===== config.mk =====
export PLATFORM = sky130hd
export DESIGN_NAME = key_conditioner
export DESIGN_NICKNAME = d
export VERILOG_FILES = /design/src/rtl/key_conditioner_pkg.sv /design/src/rtl/key_channel.sv /design/src/rtl/key_conditioner.sv
export SDC_FILE = /design/constraint.sdc
export NUM_CORES = 1
export LEC_CHECK = 0
export CAP_MARGIN = 20
export CORE_MARGIN = 2
export CORE_UTILIZATION = 54
export DETAILED_ROUTE_END_ITERATION = 7
export PLACE_DENSITY = 0.71
export SLEW_MARGIN = 40
export SYNTH_ARGS = -nofsm -noshare
export SYNTH_HDL_FRONTEND = slang
export SYNTH_SLANG_ARGS = --single-unit

===== constraint.sdc =====
create_clock -name clk -period 7.3 [get_ports clk]
set_input_delay 1.46 -clock clk [delete_from_list [all_inputs] [get_ports clk]]
set_output_delay 1.46 -clock clk [all_outputs]
set_load 0.05 [all_outputs]

===== src/rtl/key_conditioner_pkg.sv =====
// rtl/key_conditioner_pkg.sv - shared timing defaults and repeat-FSM encoding
package key_conditioner_pkg;

  // Default timing at 50 MHz: 10 ms debounce, 0.5 s first repeat, 0.1 s repeat period
  localparam int DEBOUNCE_CYCLES_DEF = 500000;
  localparam int REPEAT_DELAY_DEF    = 25000000;
  localparam int REPEAT_RATE_DEF     = 5000000;

  localparam logic [1:0] ST_IDLE   = 2'd0;
  localparam logic [1:0] ST_DELAY  = 2'd1;
  localparam logic [1:0] ST_REPEAT = 2'd2;

  function automatic int max_int(input int a, input int b);
    return (a > b) ? a : b;
  endfunction

  function automatic int cnt_width(input int n);
    return (n > 1) ? $clog2(n) : 1;
  endfunction

endpackage


===== src/rtl/key_channel.sv =====
// rtl/key_channel.sv - one key: synchronizer, debouncer, edge pulses, auto-repeat
module key_channel
  import key_conditioner_pkg::*;
#(
  parameter int DEBOUNCE_CYCLES = DEBOUNCE_CYCLES_DEF,
  parameter int REPEAT_DELAY    = REPEAT_DELAY_DEF,
  parameter int REPEAT_RATE     = REPEAT_RATE_DEF,
  parameter bit REPEAT_EN       = 1'b0
) (
  input  logic clk_i,
  input  logic rst_i,
  input  logic key_n_i,
  output logic level_o,
  output logic press_o,
  output logic release_o,
  output logic repeat_o
);

  localparam int CNT_W  = cnt_width(DEBOUNCE_CYCLES);
  localparam int RCNT_W = cnt_width(max_int(REPEAT_DELAY, REPEAT_RATE));
  localparam logic [CNT_W-1:0]  CNT_LAST   = CNT_W'(DEBOUNCE_CYCLES - 1);
  localparam logic [RCNT_W-1:0] DELAY_LAST = RCNT_W'(REPEAT_DELAY - 1);
  localparam logic [RCNT_W-1:0] RATE_LAST  = RCNT_W'(REPEAT_RATE - 1);

  logic              sync1_q, sync2_q;
  logic              level_q, level_d;
  logic [CNT_W-1:0]  cnt_q, cnt_d;
  logic              press_q, press_d;
  logic              rel_q, rel_d;
  logic              rep_q, rep_d;
  logic [1:0]        state_q, state_d;
  logic [RCNT_W-1:0] rcnt_q, rcnt_d;
  logic              pressed_s;
  logic              accept;

  assign pressed_s = ~sync2_q;
  assign accept    = (pressed_s != level_q) && (cnt_q == CNT_LAST);

  always_comb begin
    level_d = level_q;
    cnt_d   = '0;
    if (pressed_s != level_q) begin
      if (accept) begin
        level_d = pressed_s;
      end else begin
        cnt_d = cnt_q + CNT_W'(1);
      end
    end
    press_d = accept & pressed_s;
    rel_d   = accept & ~pressed_s;
  end

  always_comb begin
    state_d = state_q;
    rcnt_d  = rcnt_q;
    rep_d   = 1'b0;
    case (state_q)
      ST_IDLE: begin
        if (press_d && REPEAT_EN) begin
          state_d = ST_DELAY;
          rcnt_d  = '0;
        end
      end
      ST_DELAY: begin
        if (rcnt_q == DELAY_LAST) begin
          rep_d   = 1'b1;
          rcnt_d  = '0;
          state_d = ST_REPEAT;
        end else begin
          rcnt_d = rcnt_q + RCNT_W'(1);
        end
      end
      ST_REPEAT: begin
        if (rcnt_q == RATE_LAST) begin
          rep_d  = 1'b1;
          rcnt_d = '0;
        end else begin
          rcnt_d = rcnt_q + RCNT_W'(1);
        end
      end
      default: begin
        state_d = ST_IDLE;
        rcnt_d  = '0;
      end
    endcase
    // Release wins over a repeat tick falling due in the same cycle
    if (rel_d) begin
      state_d = ST_IDLE;
      rcnt_d  = '0;
      rep_d   = 1'b0;
    end
  end

  always_ff @(posedge clk_i) begin
    if (rst_i) begin
      sync1_q <= 1'b1;
      sync2_q <= 1'b1;
      level_q <= 1'b0;
      cnt_q   <= '0;
      press_q <= 1'b0;
      rel_q   <= 1'b0;
      rep_q   <= 1'b0;
      state_q <= ST_IDLE;
      rcnt_q  <= '0;
    end else begin
      sync1_q <= key_n_i;
      sync2_q <= sync1_q;
      level_q <= level_d;
      cnt_q   <= cnt_d;
      press_q <= press_d;
      rel_q   <= rel_d;
      rep_q   <= rep_d;
      state_q <= state_d;
      rcnt_q  <= rcnt_d;
    end
  end

  assign level_o   = level_q;
  assign press_o   = press_q;
  assign release_o = rel_q;
  assign repeat_o  = rep_q;

endmodule


===== src/rtl/key_conditioner.sv =====
// rtl/key_conditioner.sv - N_KEYS independent active-low push-button conditioners
module key_conditioner
  import key_conditioner_pkg::*;
#(
  parameter int                N_KEYS          = 3,
  parameter int                DEBOUNCE_CYCLES = DEBOUNCE_CYCLES_DEF,
  parameter int                REPEAT_DELAY    = REPEAT_DELAY_DEF,
  parameter int                REPEAT_RATE     = REPEAT_RATE_DEF,
  parameter logic [N_KEYS-1:0] REPEAT_EN       = 3'b110
) (
  input  logic              clk,
  input  logic              rst,
  input  logic [N_KEYS-1:0] key_n,
  output logic [N_KEYS-1:0] key_level,
  output logic [N_KEYS-1:0] key_press,
  output logic [N_KEYS-1:0] key_release,
  output logic [N_KEYS-1:0] key_repeat
);

  for (genvar g = 0; g < N_KEYS; g++) begin : g_key
    key_channel #(
      .DEBOUNCE_CYCLES (DEBOUNCE_CYCLES),
      .REPEAT_DELAY    (REPEAT_DELAY),
      .REPEAT_RATE     (REPEAT_RATE),
      .REPEAT_EN       (REPEAT_EN[g])
    ) u_key_channel (
      .clk_i     (clk),
      .rst_i     (rst),
      .key_n_i   (key_n[g]),
      .level_o   (key_level[g]),
      .press_o   (key_press[g]),
      .release_o (key_release[g]),
      .repeat_o  (key_repeat[g])
    );
  end

endmodule

==> implementation parameters, run 1 <==
Parameter                              Value

Timing
  Setup_tns ... 0 ns
  Post-Route Skew ... 0.00756 ns
  Max-slew violations ... 0
  Setup-failing EPs final ... 0
  Worst slew margin ... 50.3%
  Part of the cycle the worst path needs ... 50.5%
  Setup repair after global routing missed its margin ... false
  Final hold violation count ... 0
  FMAX ... about 0.27 GHz
  Minimum clock period after layout ... 3.69 ns
  Slew at the pin closest to its max-slew limit ... 0.741 ns
  Setup WS post-layout ... 3.61 ns

Global routing
  Total congestion overflow ... 0
  Antenna violations before repair ... 0
  First-pass GRT wire length ... about 22000 um
  Aggregate global-route resource usage ... between 20% and 30%
  Maximum number of pins on one net before global-route repair ... 31
  Number of global-route vias before repair ... 4823

Floorplan
  Top-Level Pins ... 17
  Placeable core area ... 11300 um2
  Die H ... about 110 um
  DIE WIDTH ... 111 um
  Placement row count ... 39
  Initial standard-cell utilization of the core ... 54.8%
  DIE AREA ... 12400 um2

Flow run
  Max-capacitance violation count ... 0

Worst setup path
  Arrival time reported for the critical path endpoint ... roughly 4 ns
  List of cells traversed by the critical path ... clkdlybuf4s50_1 -> inv_1 -> o31ai_2 -> a211oi_2 -> buf_4 -> nand2_1 -> o311ai_0
  Cell with the biggest individual delay on the critical path ... sky130_fd_sc_hd__clkdlybuf4s50_1
  Kind of start point of the critical path ... input port
  Maximum fanout count along the critical path ... 30
  Startpoint-to-endpoint class of the critical path ... input port to flip-flop
  Critical path data required time ... around 7.6 ns
  Critical path's largest stage delay ... 0.62 ns
  Type of destination of the critical path ... flip-flop

Synth
  Avg Synthesized Cell Area ... 8.44 um2
  Area share of the largest cell type after synthesis ... 41.3%
  Cell types with the largest area share after synthesis ... sky130_fd_sc_hd__dfxtp_1 41%, sky130_fd_sc_hd__nor2_1 6.5%, sky130_fd_sc_hd__xor2_1 5.9%
  Number of distinct library cell variants in the gate-level netlist after synthesis ... 55
  Post-synthesis sequential element count ... 128
  Largest area contributor in the synthesized netlist ... sky130_fd_sc_hd__dfxtp_1
  Dominant synthesized flop cell ... sky130_fd_sc_hd__dfxtp_1
  Syn nets ... ~750
  Sequential share of the synthesized area ... 41.3%
  YS warnings ... 0
  Mapped cell area ... 6200 um2
  Synthesized instance count ... 734
  Synth async-reset ratio ... 0%
  Count of flip-flops with a built-in enable after synthesis ... 0

Detailed routing
  Mean number of vias per cell ... 5.83
  Vias ... roughly 5200
  Routed length on met3 ... roughly 550 um
  Post-Route M1 WL ... ~5900 um
  Detailed Routing Iterations Pass 1 ... 5
  Total Wirelength ... about 13000 um
  Uppermost metal layer occupied by signal nets ... met4
  Post-detailed-route wirelength per cell ... 14.3 um
  Number of remaining DRC errors ... 0
  Number of DRC markers after the initial detailed-route iteration ... just over 400
  Met2 WL ... ~6000 um
  Final ANT Viol Nets ... 0

Worst hold path
  HP Class ... flip-flop to flip-flop

Clock tree
  Post-CTS Hold Fix Bufs ... 0
  Clock buffers created by TritonCTS ... 17
  Clock root cell ... sky130_fd_sc_hd__clkbuf_16
  Count of cells resized by post-cts repair ... 0
  Number of sinks on the clock net ... around 130
  Clk buf depth ... 2
  TritonCTS clock tree ... built
  Post-CTS Setup Repair Bufs ... 0
  Post-CTS clock slew at the launch and capture registers of the worst setup and hold paths ... 0.05 ns
  Clock latency reported for the late side of the worst-skew pair ... about 0.42 ns
  H-tree lvl count ... 4

Cells and area
  Area growth from synthesis to layout ... 12.6%
  Antenna Diode Count ... 0
  Final cell area excluding filler cells ... 6980 um2
  Net total in the final layout ... 758
  Share of cells above drive strength 1 ... 6.91%

Placed design
  Detail Placement HPWL ... 8780 um
  Cell area after placement ... 6390 um2
  Minimum setup slack after placement ... approximately 3.2 ns
  Input/output buffers ... 15
  Final weighted congestion of routability-driven global placement ... approximately 0.83

Power and ir drop
  Share of total power in the clock network ... 53.2%
  Sequential share of power ... 45.6%
  Standby leakage power ... 0.00224 uW
  Power spent charging and discharging nets ... 307 uW
  Peak supply drop ... 0.204 mV
  Power density over the cells ... roughly 220 nW/um2
  Proportion of power drawn by combinational gates ... ~1.1%
  Net switching fraction of the power ... between 10% and 20%
  Int Power ... 1230 uW

Outcome
  Result of the run ... finished, final reports clean
[cells by family after synthesis]
family | count (synthesis) | share of synthesized area [%]
xor+xnor | 67 | 9.47
mux | 5 | 0.807
flops | 128 | 41.3
compound gates | 91 | 10.6
buf+inv | 57 | 4.52
fa+ha+maj | 13 | 2.62
simple gates | 372 | 30.6
other cells | 1 | 0.0605
[synth_stat cells, drive strengths merged, types with 3 or more instances]
master,count
dfxtp,128
nor2,107
nand2,67
nand3,55
xor2,42
nand4,29
inv,25
xnor2,25
nor3,20
buf,18
a21oi,17
nor4,17
clkbuf,14
a22oi,13
ha,13
o21ai,13
o31ai,12
and2,11
and3,9
and4,9
o21a,9
or2,9
or3,7
mux2i,5
o41ai,5
nor3b,4
nor4bb,4
o311ai,4
or4,4
a211oi,3
a31oi,3
and4b,3
nand4b,3
nor2b,3
[layer usage]
metal | track usage (%) | vias to the layer above
li1 | - | 2608
met1 | 27.5 | 2487
met2 | 35.8 | 101
met3 | 5.63 | 24
met4 | 6.83 | 0
met5 | 0 | -
[final cells by class]
class	instances	area, um2
fill	970	4340
multi-input combinational	549	3380
sequential	128	2560
clock buffer	26	529
timing repair buffer	19	180
tap	143	179
inverter	25	93.8
clock inverter	5	50.0
[critical path, delay by kind of cell]
family | cells | cell delay [ns]
buffers and inverters | 3 | 1.25
AOI/OAI and AO/OA | 3 | 0.85
and+or+nand+nor | 1 | 0.41
[placed cells by master (no fill, tap or decap), types with 10 or more instances in the layout]
cell type	count
sky130_fd_sc_hd__ha_1	13
sky130_fd_sc_hd__a21oi_1	17
sky130_fd_sc_hd__clkdlybuf4s50_1	15
sky130_fd_sc_hd__o31ai_1	10
sky130_fd_sc_hd__nand3_1	55
sky130_fd_sc_hd__a22oi_1	13
sky130_fd_sc_hd__xnor2_1	25
sky130_fd_sc_hd__clkbuf_16	17
sky130_fd_sc_hd__and2_1	11
sky130_fd_sc_hd__dfxtp_1	128
sky130_fd_sc_hd__xor2_1	42
sky130_fd_sc_hd__inv_1	25
sky130_fd_sc_hd__o21ai_0	13
sky130_fd_sc_hd__nor4_1	17
sky130_fd_sc_hd__nor2_1	107
sky130_fd_sc_hd__nand4_1	29
sky130_fd_sc_hd__nand2_1	67
sky130_fd_sc_hd__nor3_1	20
[metrics by stage]
stage          power [uW]  std cells  util, %  hold slack (ns)
2_1_floorplan         730        734        -            0.389
3_3_place_gp          735        864     56.4            0.398
3_5_place_dp          735        864     56.4            0.404
4_1_cts              1550        895     61.6            0.420
5_1_grt              1590        895     61.6            0.426
6_report             1540        895     61.6            0.413
[worst paths after layout]
check                                                      start                                to  slack (ns)  depth (start not counted)
worst max-delay path                                         rst  g_key[1].u_key_channel.rcnt_q[9]        3.61                          7
worst min-delay path              g_key[2].u_key_channel.sync1_q    g_key[2].u_key_channel.sync2_q        0.41                          1
worst max register to register  g_key[1].u_key_channel.rcnt_q[0]  g_key[1].u_key_channel.rcnt_q[9]        4.14                          8
worst min register to register    g_key[2].u_key_channel.sync1_q    g_key[2].u_key_channel.sync2_q        0.41                          1
[flip-flops by register name, summed over array words and instances (netlist names), 3 cells and up]
register / count
g_key.u_key_channel.rcnt_q: 50
g_key.u_key_channel.state_q: 4
g_key.u_key_channel.press_o: 3
g_key.u_key_channel.cnt_q: 57
g_key.u_key_channel.sync1_q: 3
g_key.u_key_channel.level_o: 3
g_key.u_key_channel.release_o: 3
g_key.u_key_channel.sync2_q: 3
[power by group through the flow]
| stage | registers (uW) | logic (uW) | clock network, uW |
|---|---|---|---|
| 2_1_floorplan | 717 | 12.3 | 0 |
| 3_3_place_gp | 718 | 16.9 | 0 |
| 3_5_place_dp | 718 | 17.5 | 0 |
| 4_1_cts | 703 | 17.6 | 829 |
| 5_1_grt | 703 | 19.5 | 866 |
| 6_report | 703 | 17.7 | 820 |
(Power assumes the default switching activity.)
==> run 2: changes to the inputs <==
==> constraint.sdc (replaced) <==
create_clock -name clk -period 3.5 [get_ports clk]
set_input_delay 0.7 -clock clk [delete_from_list [all_inputs] [get_ports clk]]
set_output_delay 0.7 -clock clk [all_outputs]
set_load 0.05 [all_outputs]
==> run 2 against run 1 <==
  * Via count is 0.59% lower
  * Cell count up 0.56%
  * Sequential cell count is the same
  * Global-route usage rose by 0.14 points
  * Setup slack got worse by 2.9 ns
  * Die area unchanged
  * Sequential power rose by 110%
  * Register-to-register slack worse by 3.5 ns
  * Wire length grew 0.52%
  * Clock power up 110%
  * Clock skew down 0.0013 ns
  * Worst hold slack lost 0.0028 ns
  * Largest power group unchanged
==> implementation parameters, run 2 (synthesis results as in run 1) <==
Parameter                              Value

Outcome
  Result of the run ... finished, final reports clean

Detailed routing
  Total Wirelength ... 12900 um (+0.52%)
  Mean number of vias per cell ... 5.77 (-1.1%)
  Final ANT Viol Nets ... 0 (unchanged)
  Detailed Routing Iterations Pass 1 ... 5 (unchanged)
  Number of DRC markers after the initial detailed-route iteration ... 429 (+5.1%)
  Vias ... 5189 (-0.59%)
  Number of remaining DRC errors ... 0 (unchanged)
  Post-detailed-route wirelength per cell ... 14.3 um (about the same)

Worst setup path
  Startpoint-to-endpoint class of the critical path ... flip-flop to flip-flop
  Critical register-to-register path startpoint ... g_key[1].u_key_channel.rcnt_q[0]
  Crit path launch ... g_key[1].u_key_channel.rcnt_q[0]
  Type of destination of the critical path ... flip-flop
  Kind of start point of the critical path ... flip-flop
  Arrival time reported for the critical path endpoint ... 3.10 ns (-0.90 ns)
  Critical path data required time ... 3.77 ns (-3.84 ns)
  Maximum fanout count along the critical path ... 16 (-47%)

Clock tree
  TritonCTS clock tree ... built
  Clk buf depth ... 2 (unchanged)
  Post-CTS Setup Repair Bufs ... 0 (unchanged)
  H-tree lvl count ... 4 (unchanged)
  Clock latency reported for the late side of the worst-skew pair ... 0.42 ns (about the same)
  Post-CTS clock slew at the launch and capture registers of the worst setup and hold paths ... 0.05 ns (about the same)
  Count of cells resized by post-cts repair ... 0 (unchanged)
  Post-CTS Hold Fix Bufs ... 0 (unchanged)
  Number of sinks on the clock net ... 128 (unchanged)
  Clock root cell ... sky130_fd_sc_hd__clkbuf_16
  Clock buffers created by TritonCTS ... 17 (unchanged)

Timing
  Max-slew violations ... 0 (unchanged)
  Setup repair after global routing missed its margin ... false
  Worst slew margin ... 50.3% (about the same)
  Final hold violation count ... 0 (unchanged)
  Setup-failing EPs final ... 0 (unchanged)
  Setup WS post-layout ... 0.667 ns (-2.94 ns)
  Setup_tns ... 0 ns (unchanged)
  Slew at the pin closest to its max-slew limit ... 0.738 ns (-0.00252 ns)
  FMAX ... 0.353 GHz
  Minimum clock period after layout ... 2.83 ns
  Part of the cycle the worst path needs ... about four fifths
  Post-Route Skew ... 0.00624 ns (-0.00132 ns)
  Min Hold Slack ... 0.410 ns (-0.00277 ns)

Cells and area
  Net total in the final layout ... 762 (+0.53%)
  Antenna Diode Count ... 0 (unchanged)
  Number of flip-flops in the largest register ... 57 (unchanged)
  Largest registers ... g_key.u_key_channel.cnt_q: 57 flops, g_key.u_key_channel.rcnt_q: 50 flops, g_key.u_key_channel.state_q: 4 flops
  Leading cell types in the layout, fill and taps excluded ... 128 x sky130_fd_sc_hd__dfxtp_1, 107 x sky130_fd_sc_hd__nor2_1, 67 x sky130_fd_sc_hd__nand2_1, 55 x sky130_fd_sc_hd__nand3_1, 42 x sky130_fd_sc_hd__xor2_1
  Most frequent standard cell in the layout excluding fill and tap cells ... sky130_fd_sc_hd__dfxtp_1
  Share of cells above drive strength 1 ... 6.74% (-0.18 points)
  Register bank with the most flops ... g_key.u_key_channel.cnt_q
  Area growth from synthesis to layout ... 12.8%
  Layout Cells excl Fill ... 900 (+0.56%)

Worst hold path
  HP Class ... flip-flop to flip-flop
  Worst hold path startpoint ... g_key[2].u_key_channel.sync1_q

Flow run
  Max-capacitance violation count ... 0 (unchanged)

Floorplan
  Placement row count ... 39 (unchanged)
  Initial standard-cell utilization of the core ... 54.8% (unchanged)
  DIE AREA ... 12400 um2 (unchanged)
  Top-Level Pins ... 17 (unchanged)
  Placeable core area ... 11300 um2 (unchanged)
  DIE WIDTH ... 111 um (unchanged)
  Die H ... 111 um (unchanged)

Power and ir drop
  Power density over the cells ... 460 nW/um2 (+110%)
  Standby leakage power ... 0.00224 uW (+0.31%)
  Peak supply drop ... 0.422 mV (+110%)

Placed design
  Input/output buffers ... 15 (unchanged)
  Placed cell count ... 868 (+0.46%)
  Final weighted congestion of routability-driven global placement ... 0.852 (+2.2%)
  Detail Placement HPWL ... 8580 um (-2.3%)
  Minimum setup slack after placement ... 0.671 ns (-2.52 ns)

Global routing
  First-pass GRT wire length ... 22400 um (+0.59%)
  Total congestion overflow ... 0 (unchanged)
  Number of global-route vias before repair ... 4884 (+1.3%)
  Maximum number of pins on one net before global-route repair ... 30 (-3.2%)
  Aggregate global-route resource usage ... 21.7% (+0.14 points)
  Antenna violations before repair ... 0 (unchanged)
run 2: cell type report:
type                    instances  area [um2]
flip-flops and latches        128        2560
repair buffers                 23         210
clock inverters                 6        80.1
clock buffers                  26         489
fillers                       979        4330
inverters                      25        93.8
well taps                     143         179
multi-input cells             549        3380
run 2: critical path: stages, from the launching register on:
cell,delay [ns]
sky130_fd_sc_hd__dfxtp_1,0.42
sky130_fd_sc_hd__ha_1,0.23
sky130_fd_sc_hd__nand3_1,0.22
sky130_fd_sc_hd__or4_4,0.63
sky130_fd_sc_hd__o41ai_4,0.38
sky130_fd_sc_hd__a211oi_2,0.13
sky130_fd_sc_hd__nand2_1,0.47
sky130_fd_sc_hd__o311ai_0,0.20
run 2: per-stage QoR:
step | instance area, um2 | utilization [%] | total power (uW)
6_report | 6990 | 61.7 | 3210
3_5_place_dp | 6420 | 56.7 | 1540
3_3_place_gp | 6420 | 56.7 | 1540
5_1_grt | 6990 | 61.7 | 3310
2_1_floorplan | 6200 | - | 1520
4_1_cts | 6990 | 61.7 | 3230
run 2: path summary, 6_finish.rpt:
| kind | endpoint | slack (ns) | cells past startpoint |
|---|---|---|---|
| worst max-delay path | g_key[1].u_key_channel.rcnt_q[9] | 0.67 | 7 |
| worst min register to register | g_key[2].u_key_channel.sync2_q | 0.41 | 1 |
| worst max register to register | g_key[1].u_key_channel.rcnt_q[9] | 0.67 | 7 |
| worst min-delay path | g_key[2].u_key_channel.sync2_q | 0.41 | 1 |
run 2: routing by layer:
metal | routed length (um) | global-route usage, % | vias to the layer above
met5 | 0 | 0 | -
met2 | 6190 | 36.0 | 103
met4 | 196 | 6.91 | 0
met3 | 483 | 5.14 | 18
met1 | 6020 | 28.0 | 2446
li1 | - | - | 2622
run 2: power by group:
part	switching [uW]	internal [uW]	leakage [uW]	total, uW
clock	609	1100	0.000282	1710
sequential	3.68	1460	0.00103	1470
combinational	26.2	13.3	0.000928	39.5
total	639	2570	0.00224	3210
